### src/rtl/div_pkg.sv
// Shared definitions for the iterative divider: FSM states and fixed constants.
package div_pkg;

    typedef enum logic [1:0] {
        DIV_IDLE,
        DIV_CALC,
        DIV_DONE
    } div_state_e;

    localparam int unsigned DIV_STEPS  = 32;
    localparam logic [31:0] DIV_ZERO_Q = 32'hFFFF_FFFF;

endpackage

### src/rtl/div_step.sv
// One radix-2 restoring division step: shift {rem, dq} left, trial-subtract
// the divisor from the widened remainder, keep or restore.
module div_step #(
    parameter int unsigned DATA_W = 32
) (
    input  logic [DATA_W-1:0] rem,
    input  logic [DATA_W-1:0] dq,
    input  logic [DATA_W-1:0] divisor,
    output logic [DATA_W-1:0] rem_next,
    output logic [DATA_W-1:0] dq_next
);

    logic [DATA_W:0] rem_shift;
    logic [DATA_W:0] trial;

    // Trial subtract on DATA_W+1 bits; a clear MSB means the divisor fits.
    // On restore the shifted remainder is below the divisor, so it fits DATA_W bits.
    always_comb begin
        rem_shift = {rem, dq[DATA_W-1]};
        trial     = rem_shift - {1'b0, divisor};
        if (!trial[DATA_W]) begin
            rem_next = trial[DATA_W-1:0];
            dq_next  = {dq[DATA_W-2:0], 1'b1};
        end else begin
            rem_next = rem_shift[DATA_W-1:0];
            dq_next  = {dq[DATA_W-2:0], 1'b0};
        end
    end

endmodule

### src/rtl/div_iter.sv
// Iterative 32-bit restoring divider (signed/unsigned) with valid/ready on
// both sides and a flush input. Fixed 33-cycle latency from accept.
module div_iter
    import div_pkg::*;
#(
    parameter int unsigned DATA_W = 32
) (
    input  logic              clk,
    input  logic              resetn,
    input  logic              in_valid,
    output logic              in_ready,
    input  logic              in_signed,
    input  logic [DATA_W-1:0] dividend,
    input  logic [DATA_W-1:0] divisor,
    input  logic              cancel,
    output logic              out_valid,
    input  logic              out_ready,
    output logic [DATA_W-1:0] quotient,
    output logic [DATA_W-1:0] remainder,
    output logic              busy
);

    localparam int unsigned CNT_W = $clog2(DATA_W) + 1;

    div_state_e        state_q, state_d;
    logic [CNT_W-1:0]  cnt_q;
    logic [DATA_W-1:0] rem_q, dq_q, dvs_q, dvd_raw_q;
    logic              qsign_q, rsign_q, dzero_q;
    logic [DATA_W-1:0] quotient_q, remainder_q;
    logic [DATA_W-1:0] rem_nx, dq_nx;
    logic              accept;
    logic              dvd_neg, dvs_neg;

    assign in_ready  = (state_q == DIV_IDLE);
    assign busy      = ~in_ready;
    assign out_valid = (state_q == DIV_DONE);
    assign quotient  = quotient_q;
    assign remainder = remainder_q;
    assign accept    = in_valid & in_ready & ~cancel;
    assign dvd_neg   = in_signed & dividend[DATA_W-1];
    assign dvs_neg   = in_signed & divisor[DATA_W-1];

    div_step #(
        .DATA_W (DATA_W)
    ) u_step (
        .rem      (rem_q),
        .dq       (dq_q),
        .divisor  (dvs_q),
        .rem_next (rem_nx),
        .dq_next  (dq_nx)
    );

    // State register.
    always_ff @(posedge clk) begin
        if (!resetn) state_q <= DIV_IDLE;
        else         state_q <= state_d;
    end

    // Next-state logic; cancel overrides both accept and the result handshake.
    always_comb begin
        state_d = state_q;
        if (cancel) begin
            state_d = DIV_IDLE;
        end else begin
            unique case (state_q)
                DIV_IDLE: if (in_valid) state_d = DIV_CALC;
                DIV_CALC: if (cnt_q == CNT_W'(DIV_STEPS)) state_d = DIV_DONE;
                DIV_DONE: if (out_ready) state_d = DIV_IDLE;
                default:  state_d = DIV_IDLE;
            endcase
        end
    end

    // Datapath: operand capture, 32 iteration steps, then one cycle for the
    // sign fix / divide-by-zero override into the output registers.
    always_ff @(posedge clk) begin
        if (!resetn) begin
            cnt_q       <= '0;
            rem_q       <= '0;
            dq_q        <= '0;
            dvs_q       <= '0;
            dvd_raw_q   <= '0;
            qsign_q     <= 1'b0;
            rsign_q     <= 1'b0;
            dzero_q     <= 1'b0;
            quotient_q  <= '0;
            remainder_q <= '0;
        end else if (accept) begin
            cnt_q     <= '0;
            rem_q     <= '0;
            dq_q      <= dvd_neg ? ('0 - dividend) : dividend;
            dvs_q     <= dvs_neg ? ('0 - divisor) : divisor;
            dvd_raw_q <= dividend;
            qsign_q   <= dvd_neg ^ dvs_neg;
            rsign_q   <= dvd_neg;
            dzero_q   <= (divisor == '0);
        end else if (state_q == DIV_CALC && !cancel) begin
            if (cnt_q != CNT_W'(DIV_STEPS)) begin
                rem_q <= rem_nx;
                dq_q  <= dq_nx;
                cnt_q <= cnt_q + 1'b1;
            end else if (dzero_q) begin
                quotient_q  <= DATA_W'(DIV_ZERO_Q);
                remainder_q <= dvd_raw_q;
            end else begin
                quotient_q  <= qsign_q ? ('0 - dq_q) : dq_q;
                remainder_q <= rsign_q ? ('0 - rem_q) : rem_q;
            end
        end
    end

endmodule

### config.mk
export PLATFORM = sky130hd
export DESIGN_NAME = div_iter
export DESIGN_NICKNAME = d
export VERILOG_FILES = /design/src/rtl/div_pkg.sv /design/src/rtl/div_step.sv /design/src/rtl/div_iter.sv
export SDC_FILE = /design/constraint.sdc
export NUM_CORES = 1
export LEC_CHECK = 0
export BUFFER_PORTS_ARGS = -buffer_cell sky130_fd_sc_hd__clkbuf_2
export CORE_UTILIZATION = 40
export DETAILED_ROUTE_END_ITERATION = 16
export GPL_TIMING_DRIVEN = 0
export PLACE_DENSITY = 0.67
export SLEW_MARGIN = 15
export SYNTH_ARGS = -nofsm -noshare
export SYNTH_HDL_FRONTEND = slang
export SYNTH_SLANG_ARGS = --single-unit
### constraint.sdc
create_clock -name clk -period 4.2 [get_ports clk]
set_input_delay 0.42 -clock clk [delete_from_list [all_inputs] [get_ports clk]]
set_output_delay 0.42 -clock clk [all_outputs]
set_load 0.1 [all_outputs]
==> key figures <==
Outcome
  • Status: complete, no violations

Synthesis
  • Cell taking the most area after synthesis: dfxtp_1
  • Main area contributors after synthesis: dfxtp_1, a21oi_1, nand2_1
  • Number of synthesized register bits: 203
  • Top FF cell, synth: dfxtp_1
  • Mapped Cells: around 1600
  • Distinct cells, synth: between 60 and 70
  • Yosys top cell area share: 0.331
  • Post-Syn Area: around 0.012 sq mm
  • Async SR Flop Fraction: 0
  • Synth Net Count: around 1700
  • Synthesized area per cell: 7.62 sq um
  • Register area share after synthesis: 0.331
  • Yosys warns: 0
  • EDFF count, synth: 0

Cells and area
  • Multi-input combinational cell area: 0.00758 sq mm
  • Post-layout nets: 1879
  • Area grow syn2layout: 16.4%
  • FF+latch area: 0.00406 sq mm
  • Post-Layout Cell Count: 2178
  • Layout cells sized above 1: 0.112
  • FILL cells: 3065

Placed design
  • Dpl ws: 433 ps
  • Port Buffers: 135
  • GP Congestion: around 0.95
  • Post-Place Cells: between 2000 and 2500
  • Dpl hpwl: 34.0 mm

Global routing
  • Pin count of the biggest net entering global routing: 14
  • Initial antenna violation count: 1
  • First-pass GRT wire length: 65.9 mm
  • GRT overflow: 0
  • Tot GR Track Use: 0.271
  • Vias in the first global route: 11771

STA
  • Tmin final: 3870 ps
  • Max-slew violations: 0
  • Post-route clock period utilization: 0.922
  • Final setup viols: 0
  • Final setup margin: 329 ps
  • Achievable Freq: 0.258 GHz
  • TNS Setup: 0 ps
  • Worst clock skew: 30.6 ps
  • Worst Tran Pin Value: 979 ps
  • Final hold violations: 0
  • Slew headroom: 0.345
  • RSZ-0062 raised after global routing: no

Detailed routing
  • DR iter-0 viols: 1386
  • Vias/cell: 5.93
  • Top Layer Used: met4
  • Via count: about 13000
  • Antenna viol nets, final: 0
  • DR pass1 iterations: 6
  • Residual DRC: 0
  • Met3 WL: around 3.4 mm
  • M1 WL: 18.2 mm
  • Drt wl/cell: 19.9 um
  • Met2 WL: 20.0 mm
  • Final wirelength: 43.4 mm

Pwr
  • Total power draw: 0.00523 W
  • Leakage: roughly 5.5 nW
  • Peak supply drop: 0.280 mV
  • P per Cell Area: 366 mW/mm^2

Clock network
  • CTS Hold Bufs: 0
  • CTS Buf Count: 24
  • Setup Fix Bufs, Post-CTS: 0
  • H-tree level count: 1
  • CTS tree: done
  • CTS clk-pin slew, worst paths: 70 ps
  • Worst skew pair latency: 530 ps
  • CTS Buffer Depth: 3
  • Clk sinks: 203
  • Post-CTS Resized: 0
  • Clock tree root buffer cell: clkbuf_16

Floorplanning
  • # IOs: approximately 140
  • Die Y: 177 um
  • Core area: 0.0299 sq mm
  • Die area: 0.0314 sq mm
  • Std-Cell Rows: 63
  • Initial Util: 0.410
  • Die extent in x: around 180 um

Critical path
  • Critical Path RT: about 4600 ps
  • Setup crit end kind: flop
  • Path type of the worst setup path: flop to flop
  • Worst path arrival time: 4290 ps
  • Critical-path maximum fanout: 10
  • Reg2Reg Depth: 13
  • Worst setup SP type: flop

Min path
  • Hold WC Path Type: input pin to flop
  • Hold Path Stages: 2

Run
  • Max_cap viols: 0
[cell type report]
type                       count  area share
multi-input combinational   1246       0.531
inverter                      55      0.0145
timing repair buffer         135      0.0474
antenna                        1    0.000175
sequential                   203       0.285
clock buffer                  33      0.0487
tap                          390      0.0342
clock inverter                10      0.0100
buffer                       105      0.0289
[cells in the final DEF, fill, tap and decap left out, types with 23 or more instances in the layout]
cell type / n
xor2_1: 72
o31ai_1: 26
ha_1: 38
a21oi_1: 167
inv_1: 54
clkbuf_2: 135
a211oi_1: 39
nand3_1: 23
xnor2_1: 59
nor2_1: 151
clkbuf_16: 24
clkbuf_1: 94
mux2i_1: 30
o21ai_0: 129
nand2_1: 203
dfxtp_1: 203
nor3_1: 55
[flip-flops by register name, indices dropped and copies added, names as in the netlist]
signal / flops
quotient: 32
dvs_q: 32
rem_q: 32
dzero_q: 1
dvd_raw_q: 32
cnt_q: 6
rsign_q: 1
state_q: 2
remainder: 32
dq_q: 32
qsign_q: 1
[routing by layer]
layer	up-vias	GRT usage
li1	6087	-
met2	618	0.451
met3	106	0.0339
met1	6111	0.354
met5	-	0
met4	0	0.102
[critical path, stage by stage (launching register included)]
cell and delay (ps):
dfxtp_1 420, inv_1 140, ha_1 260, fa_1 410, nand2b_1 190, a21o_1 190
a31oi_1 420, o2111a_1 360, nand4bb_1 170, and3_1 170, buf_2 270, buf_2 380
nand3_1 170, o21ai_0 210
[synthesized netlist by cell type (all sizes together) (30+ instances only)]
cell type  count
xor2          72
nor2         151
mux2i         30
o21ai        131
xnor2         59
a21oi        167
nor3          57
nand2        203
clkbuf        91
inv           55
ha            38
a211oi        39
dfxtp        203
[kinds of logic (layout without fill, tap and decap cells)]
kind of cell               after synthesis  after routing  synth area share
AOI/OAI and AO/OA                      493            493             0.252
buffers and inverters                  160            338            0.0504
DFF                                    203            203             0.331
and+or+nand+nor                        553            553             0.207
xor gates and xnor gates               131            131            0.0936
adders and majority gates               39             39            0.0404
muxes                                   30             30            0.0245
other                                    0              1                 0
[path summary, 6_finish.rpt]
path | start | endpoint | slack (ps)
max | dq_q[31] | rem_q[29] | 330
min | cancel | state_q[1] | 120
max reg2reg | dq_q[31] | rem_q[29] | 330
min reg2reg | remainder[6] | remainder[6] | 450
[power breakdown]
part	internal [W]	total [W]	switching (W)
logic	0.000347	0.000943	0.000596
clock network	0.00134	0.00222	0.000876
registers	0.00199	0.00206	0.0000725
[stage by stage]
stage | hold slack (ps) | util | cell area, sq um
after floorplan | 431 | - | 12300
after global placement | 442 | 0.449 | 13400
after detailed placement | 443 | 0.449 | 13400
after CTS | 104 | 0.477 | 14300
after global routing | 135 | 0.478 | 14300
final | 122 | 0.478 | 14300
No activity file was read; power rests on OpenSTA's default activity.
